<file path="src/rtl/frogger_pkg.sv">
// Shared types and widths for the lane scheduling logic of the frogger game.
package frogger_pkg;

  localparam int LEVEL_W       = 3;
  localparam int NUM_LANES_DEF = 4;

  typedef enum logic [1:0] {
    IDLE  = 2'd0,
    RUN   = 2'd1,
    PAUSE = 2'd2,
    CRASH = 2'd3
  } sched_state_t;

endpackage

</file>
<file path="src/rtl/traffic_scheduler_lane_timer.sv">
// One lane's period counter: counts down while running, flags expiry at zero and
// reloads with the level-dependent period that is in effect in the expiry cycle.
module lane_timer
  import frogger_pkg::*;
#(
  parameter int CNT_W      = 24,
  parameter int LANE       = 0,
  parameter int BASE       = 16,
  parameter int STRIDE     = 4,
  parameter int LEVEL_STEP = 2,
  parameter int MIN_PERIOD = 4
) (
  input  logic               clk,
  input  logic               RST,
  input  logic               run,
  input  logic               hold_reload,
  input  logic [LEVEL_W-1:0] level,
  output logic               expire
);

  localparam int LANE_BASE  = BASE + LANE * STRIDE;
  localparam int RST_PERIOD = (LANE_BASE < MIN_PERIOD) ? MIN_PERIOD : LANE_BASE;

  localparam logic signed [CNT_W:0] BASE_S = (CNT_W+1)'(LANE_BASE);
  localparam logic signed [CNT_W:0] STEP_S = (CNT_W+1)'(LEVEL_STEP);
  localparam logic signed [CNT_W:0] MIN_S  = (CNT_W+1)'(MIN_PERIOD);

  logic signed [CNT_W:0] raw;
  logic [CNT_W-1:0]      reload;
  logic [CNT_W-1:0]      cnt;

  // One extra signed bit keeps high levels from wrapping below the floor.
  always_comb begin
    raw    = BASE_S - STEP_S * $signed((CNT_W+1)'(level));
    reload = (raw < MIN_S) ? MIN_S[CNT_W-1:0] - CNT_W'(1) : raw[CNT_W-1:0] - CNT_W'(1);
  end

  assign expire = run && (cnt == '0);

  always_ff @(posedge clk) begin
    if (RST) begin
      cnt <= CNT_W'(RST_PERIOD - 1);
    end else if (hold_reload) begin
      cnt <= reload;
    end else if (run) begin
      cnt <= (cnt == '0) ? reload : cnt - CNT_W'(1);
    end
  end

endmodule

</file>
<file path="src/rtl/traffic_scheduler.sv">
// Run/pause/crash sequencing and one-step-per-cycle lane grant for the car lanes.
// lane_step is a registered one-hot/zero pulse; lane 0 has the highest priority.
module traffic_scheduler
  import frogger_pkg::*;
#(
  parameter int NUM_LANES     = NUM_LANES_DEF,
  parameter int CNT_W         = 24,
  parameter int PERIOD_BASE   = 16,
  parameter int PERIOD_STRIDE = 4,
  parameter int LEVEL_STEP    = 2,
  parameter int MIN_PERIOD    = 4,
  parameter int MAX_LEVEL     = 7,
  parameter int CRASH_CYCLES  = 8
) (
  input  logic                 clk,
  input  logic                 RST,
  input  logic                 start,
  input  logic                 pause,
  input  logic                 level_up,
  input  logic                 hit,
  output logic [NUM_LANES-1:0] lane_step,
  output logic [LEVEL_W-1:0]   level,
  output logic [1:0]           state,
  output logic                 overrun
);

  localparam int CRASH_W = $clog2(CRASH_CYCLES) + 1;

  sched_state_t         state_q, state_d;
  logic [CRASH_W-1:0]   crash_cnt;
  logic [NUM_LANES-1:0] expire, pending, req, grant;
  logic                 run, hold;

  assign run   = (state_q == RUN);
  assign hold  = (state_q == IDLE) || (state_q == CRASH);
  assign state = state_q;

  for (genvar i = 0; i < NUM_LANES; i++) begin : g_lane
    lane_timer #(
      .CNT_W     (CNT_W),
      .LANE      (i),
      .BASE      (PERIOD_BASE),
      .STRIDE    (PERIOD_STRIDE),
      .LEVEL_STEP(LEVEL_STEP),
      .MIN_PERIOD(MIN_PERIOD)
    ) u_timer (
      .clk        (clk),
      .RST        (RST),
      .run        (run),
      .hold_reload(hold),
      .level      (level),
      .expire     (expire[i])
    );
  end

  // Lowest set bit of req wins; everything else waits in pending.
  assign req   = pending | (run ? expire : '0);
  assign grant = req & (~req + NUM_LANES'(1));

  always_comb begin
    state_d = state_q;
    case (state_q)
      IDLE:    if (start) state_d = RUN;
      RUN: begin
        if (hit)        state_d = CRASH;
        else if (pause) state_d = PAUSE;
      end
      PAUSE:   if (!pause) state_d = RUN;
      CRASH:   if (crash_cnt == '0) state_d = IDLE;
      default: state_d = IDLE;
    endcase
  end

  always_ff @(posedge clk) begin
    if (RST) begin
      state_q   <= IDLE;
      crash_cnt <= '0;
      pending   <= '0;
      lane_step <= '0;
      level     <= '0;
      overrun   <= 1'b0;
    end else begin
      state_q   <= state_d;
      lane_step <= run ? grant : '0;

      if (run && state_d == CRASH)
        crash_cnt <= CRASH_W'(CRASH_CYCLES - 1);
      else if (state_q == CRASH && crash_cnt != '0)
        crash_cnt <= crash_cnt - CRASH_W'(1);

      // Pending is frozen in PAUSE so a resumed game keeps its queued steps.
      if (run)
        pending <= req & ~grant;
      else if (hold)
        pending <= '0;

      if (run && |(expire & pending))
        overrun <= 1'b1;

      if (run && level_up && !hit && level != LEVEL_W'(MAX_LEVEL))
        level <= level + LEVEL_W'(1);
    end
  end

endmodule

</file>
<file path="config.mk">
export PLATFORM = sky130hd
export DESIGN_NAME = traffic_scheduler
export DESIGN_NICKNAME = d
export VERILOG_FILES = /design/src/rtl/frogger_pkg.sv /design/src/rtl/traffic_scheduler_lane_timer.sv /design/src/rtl/traffic_scheduler.sv
export SDC_FILE = /design/constraint.sdc
export NUM_CORES = 1
export LEC_CHECK = 0
export BUFFER_PORTS_ARGS = -buffer_cell sky130_fd_sc_hd__buf_4
export CORE_ASPECT_RATIO = 1.2
export CORE_MARGIN = 1.5
export CORE_UTILIZATION = 45
export CTS_CLUSTER_SIZE = 10
export DETAILED_ROUTE_END_ITERATION = 8
export HOLD_SLACK_MARGIN = 0.08
export PLACE_DENSITY = 0.7
export RECOVER_POWER = 100
export SETUP_SLACK_MARGIN = 0.5
export SYNTH_ARGS = -nofsm -noshare
export SYNTH_HDL_FRONTEND = slang
export SYNTH_SLANG_ARGS = --single-unit
</file>
<file path="constraint.sdc">
create_clock -name clk -period 7.5 [get_ports clk]
set_input_delay 1.125 -clock clk [delete_from_list [all_inputs] [get_ports clk]]
set_output_delay 1.125 -clock clk [all_outputs]
set_load 0.05 [all_outputs]
</file>
==> metrics.md <==
| Metric | Value |
|---|---|
| DRT Wirelength | `17200 um` |
| Storage cell area | `0.00226 mm^2` |
| Final hold viol count | `0` |
| Clock-pin transition on the worst setup and hold timing paths | `0.05 ns` |
| Hold depth | `1` |
| CTS tree | `done` |
| Top FF cell, synth | `dfxtp_1` |
| First-pass GRT wire length | `28100 um` |
| Crit start category | `primary input` |
| Post-CTS Resized | `0` |
| Synth Instances | `858` |
| Number of synthesized register bits | `113` |
| WP data arrival | `5.32 ns` |
| Htree depth | `4` |
| Actual slew at the worst max-slew pin | `2.97 ns` |
| Post-Synth Adder-Cell Area | `4.20%` |
| RSZ-0062 raised after global routing | `false` |
| Hold-fix buffers, CTS | `0` |
| Area growth from synthesis to layout | `11.6%` |
| Total global routing overflow | `0` |
| Cell area power density | `283 mW/mm^2` |
| CP Capture Type | `register` |
| Routability cong. | `0.852` |
| Core ar. | `0.0143 mm^2` |
| Post-synthesis compound-gate area fraction | `24.2%` |
| FF-to-FF setup slack | `2.67 ns` |
| Max cap viols | `3` |
| Part of the cycle the worst path needs | `66.9%` |
| ANT cells | `0` |
| Vias in the first global route | `5745` |
| Peak supply drop | `0.179 mV` |
| Worst-path maximum fanout | `57` |
| Starting Density | `45.9%` |
| Distinct cells, synth | `74` |
| Share of layout cells above drive strength 1 | `7.31%` |
| Failing checks | `max-capacitance violations, max-slew violations` |
| Simple-Gate Fraction of Synth Area | `28.2%` |
| Outcome | `complete, but fails checks` |
| Reg2reg path depth | `6` |
| Reg-to-Reg Start | `g_lane[3].u_timer.cnt[2]$_SDFFE_PP0P_` |
| Synth Area in XOR/XNOR | `3.47%` |
| FF-to-FF End | `g_lane[3].u_timer.cnt[10]$_SDFFE_PP0P_` |
| Lkg Pwr | `0.00273 uW` |
| Synth top cells by count | `113 x dfxtp_1, 90 x nor2_1, 85 x a21oi_1, 74 x o21ai_0, 63 x nand2_1` |
| Post-layout min period | `5.02 ns` |
| Top-area cell type share of the netlist area | `34.5%` |
| Vias/cell | `6.16` |
| Setup repair bufs after CTS | `0` |
| Final count of pins violating max slew | `114` |
| Clock Skews | `0.0163 ns` |
| Syn avg cell area | `7.65 um^2` |
| DRC | `0` |
| Port bufs | `15` |
| HPWL after detailed placement | `10800 um` |
| Die X | `113 um` |
| Clock sinks | `113` |
| Worst setup path class | `in2reg` |
| Mux cell area share after synthesis | `0.477%` |
| Worst hold start | `g_lane[0].u_timer.cnt[19]$_SDFFE_PP0P_` |
| Die height | `135 um` |
| Antenna violations before repair | `0` |
| Hold slack | `0.467 ns` |
| Synth top area cells | `dfxtp_1 34%, a21oi_1 6.5%, o21ai_0 5.6%` |
| F_max | `199 MHz` |
| Synthesized area | `0.00656 mm^2` |
| Worst hold path endpoint | `g_lane[0].u_timer.cnt[19]$_SDFFE_PP0P_` |
| Max_slew headroom | `-98.3%` |
| Ys async rst share | `0%` |
| Die footprint | `0.0153 mm^2` |
| Worst-Skew Late Latency | `0.43 ns` |
| Post-layout util | `51.2%` |
| GRT Util Overall | `22.7%` |
| HP Class | `reg2reg` |
| Largest family of logic cells by synthesized area | `simple AND/OR/NAND/NOR gates` |
| Post-Synthesis Net Count | `886` |
| Post-route setup TNS | `0 ns` |
| Most common cell in the synthesized netlist | `dfxtp_1` |
| Number of detailed-route iterations in the first pass | `5` |
| CTS Buffer Depth | `2` |
| Area of the multi-input gates | `0.00396 mm^2` |
| Num ports | `16` |
| Final ANT Viol Nets | `0` |
| WL/cell | `16.6 um` |
| Critical path required time | `7.81 ns` |
| Vias after detailed routing | `6390` |
| CTS buffer count | `17` |
| Row cnt | `48` |
| Cell type with the largest total area after synthesis | `dfxtp_1` |
| # setup viols final | `0` |
| DR iter-0 viols | `501` |
| Fill count | `1385` |
| Syn. warnings | `0` |
| EDFF count, synth | `0` |
| Root Buffer | `clkbuf_16` |
| Largest net degree at the start of global routing | `58` |
| Fin nets | `877` |
| Sequential element share of the synthesized area | `34.5%` |
-- power by group --
group,switching [uW],internal (uW)
logic,338,158
clock network,297,596
registers,44.3,638
-- logic make-up after synthesis --
family                     Yosys count
AOI/OAI and AO/OA                  252
xor gates and xnor gates            26
adders and majority gates           22
buffers and inverters               80
DFF                                113
muxes                                3
and+or+nand+nor                    362
-- registers in the layout, indices dropped and copies added, names as in the netlist --
| name | flops |
|---|---|
| lane_step | 4 |
| level | 3 |
| g_lane.u_timer.cnt | 96 |
| overrun | 1 |
| crash_cnt | 4 |
| pending | 3 |
| state | 2 |
-- worst max path at each step --
stage | startpoint | to | slack, ns | cells after the start
finish | RST | g_lane[0].u_timer.cnt[13]$_SDFFE_PP0P_ | 2.48 | 6
floorplan | level[0]$_SDFFE_PP0P_ | g_lane[1].u_timer.cnt[4]$_SDFFE_PP1P_ | 4.81 | 10
detailed placement | RST | g_lane[0].u_timer.cnt[13]$_SDFFE_PP0P_ | 4.40 | 5
global route | RST | g_lane[0].u_timer.cnt[13]$_SDFFE_PP0P_ | 2.18 | 6
CTS | g_lane[3].u_timer.cnt[2]$_SDFFE_PP0P_ | g_lane[3].u_timer.cnt[3]$_SDFFE_PP1P_ | 4.35 | 6
global placement | g_lane[3].u_timer.cnt[12]$_SDFFE_PP0P_ | g_lane[3].u_timer.cnt[10]$_SDFFE_PP0P_ | 4.44 | 6
-- routing by layer --
layer,vias to the layer above,wire length [um],global-route usage [%]
met3,25,731,4.25
li1,3167,-,-
met4,0,300,9.58
met2,172,8430,38.6
met5,-,0,0
met1,3026,7740,28.3
-- layout make-up --
cell class	count	area share, %
flip-flops and latches	113	30.9
clock inverters	14	2.90
clock buffers	18	6.00
well taps	175	2.99
inverters	29	1.49
repair buffers	23	1.69
multi-input cells	665	54.0
-- metrics by stage --
stage	setup WS [ns]	instance area (um^2)	instances	total power [uW]
final	2.48	7320	1037	2070
after global routing	2.18	7320	1037	2170
after CTS	4.35	7390	1037	2090
after detailed placement	4.40	6740	1005	1180
after global placement	4.44	6740	1005	1180
after floorplan	4.81	6560	858	1080
-- critical path, stage by stage --
cell	delay (ns)
clkbuf_1	2.06
inv_1	0.18
clkbuf_1	0.75
o21ai_0	0.68
nor2_1	0.10
or3_1	0.39
-- cells in the final DEF (no fill, tap or decap), types with 6 or more instances in the layout --
| cell type | instances |
|---|---|
| dfxtp_1 | 113 |
| nor2_1 | 90 |
| a21oi_1 | 85 |
| o21ai_0 | 77 |
| nand2_1 | 63 |
| nor3_1 | 53 |
| nor4_1 | 34 |
| nand3_1 | 30 |
| inv_1 | 28 |
| a31oi_1 | 21 |
| ha_1 | 21 |
| clkbuf_16 | 17 |
| xnor2_1 | 16 |
| and3_1 | 13 |
| clkbuf_1 | 13 |
| nand2b_1 | 12 |
| or4_1 | 11 |
| or3_1 | 10 |
| xor2_1 | 10 |
| buf_4 | 10 |
| nor3b_1 | 8 |
| nand4_1 | 8 |
| o31ai_1 | 8 |
| o32ai_1 | 7 |
| o211ai_1 | 7 |
| nand3b_1 | 6 |
| a32o_1 | 6 |
| a211oi_1 | 6 |
(Power assumes the default switching activity.)
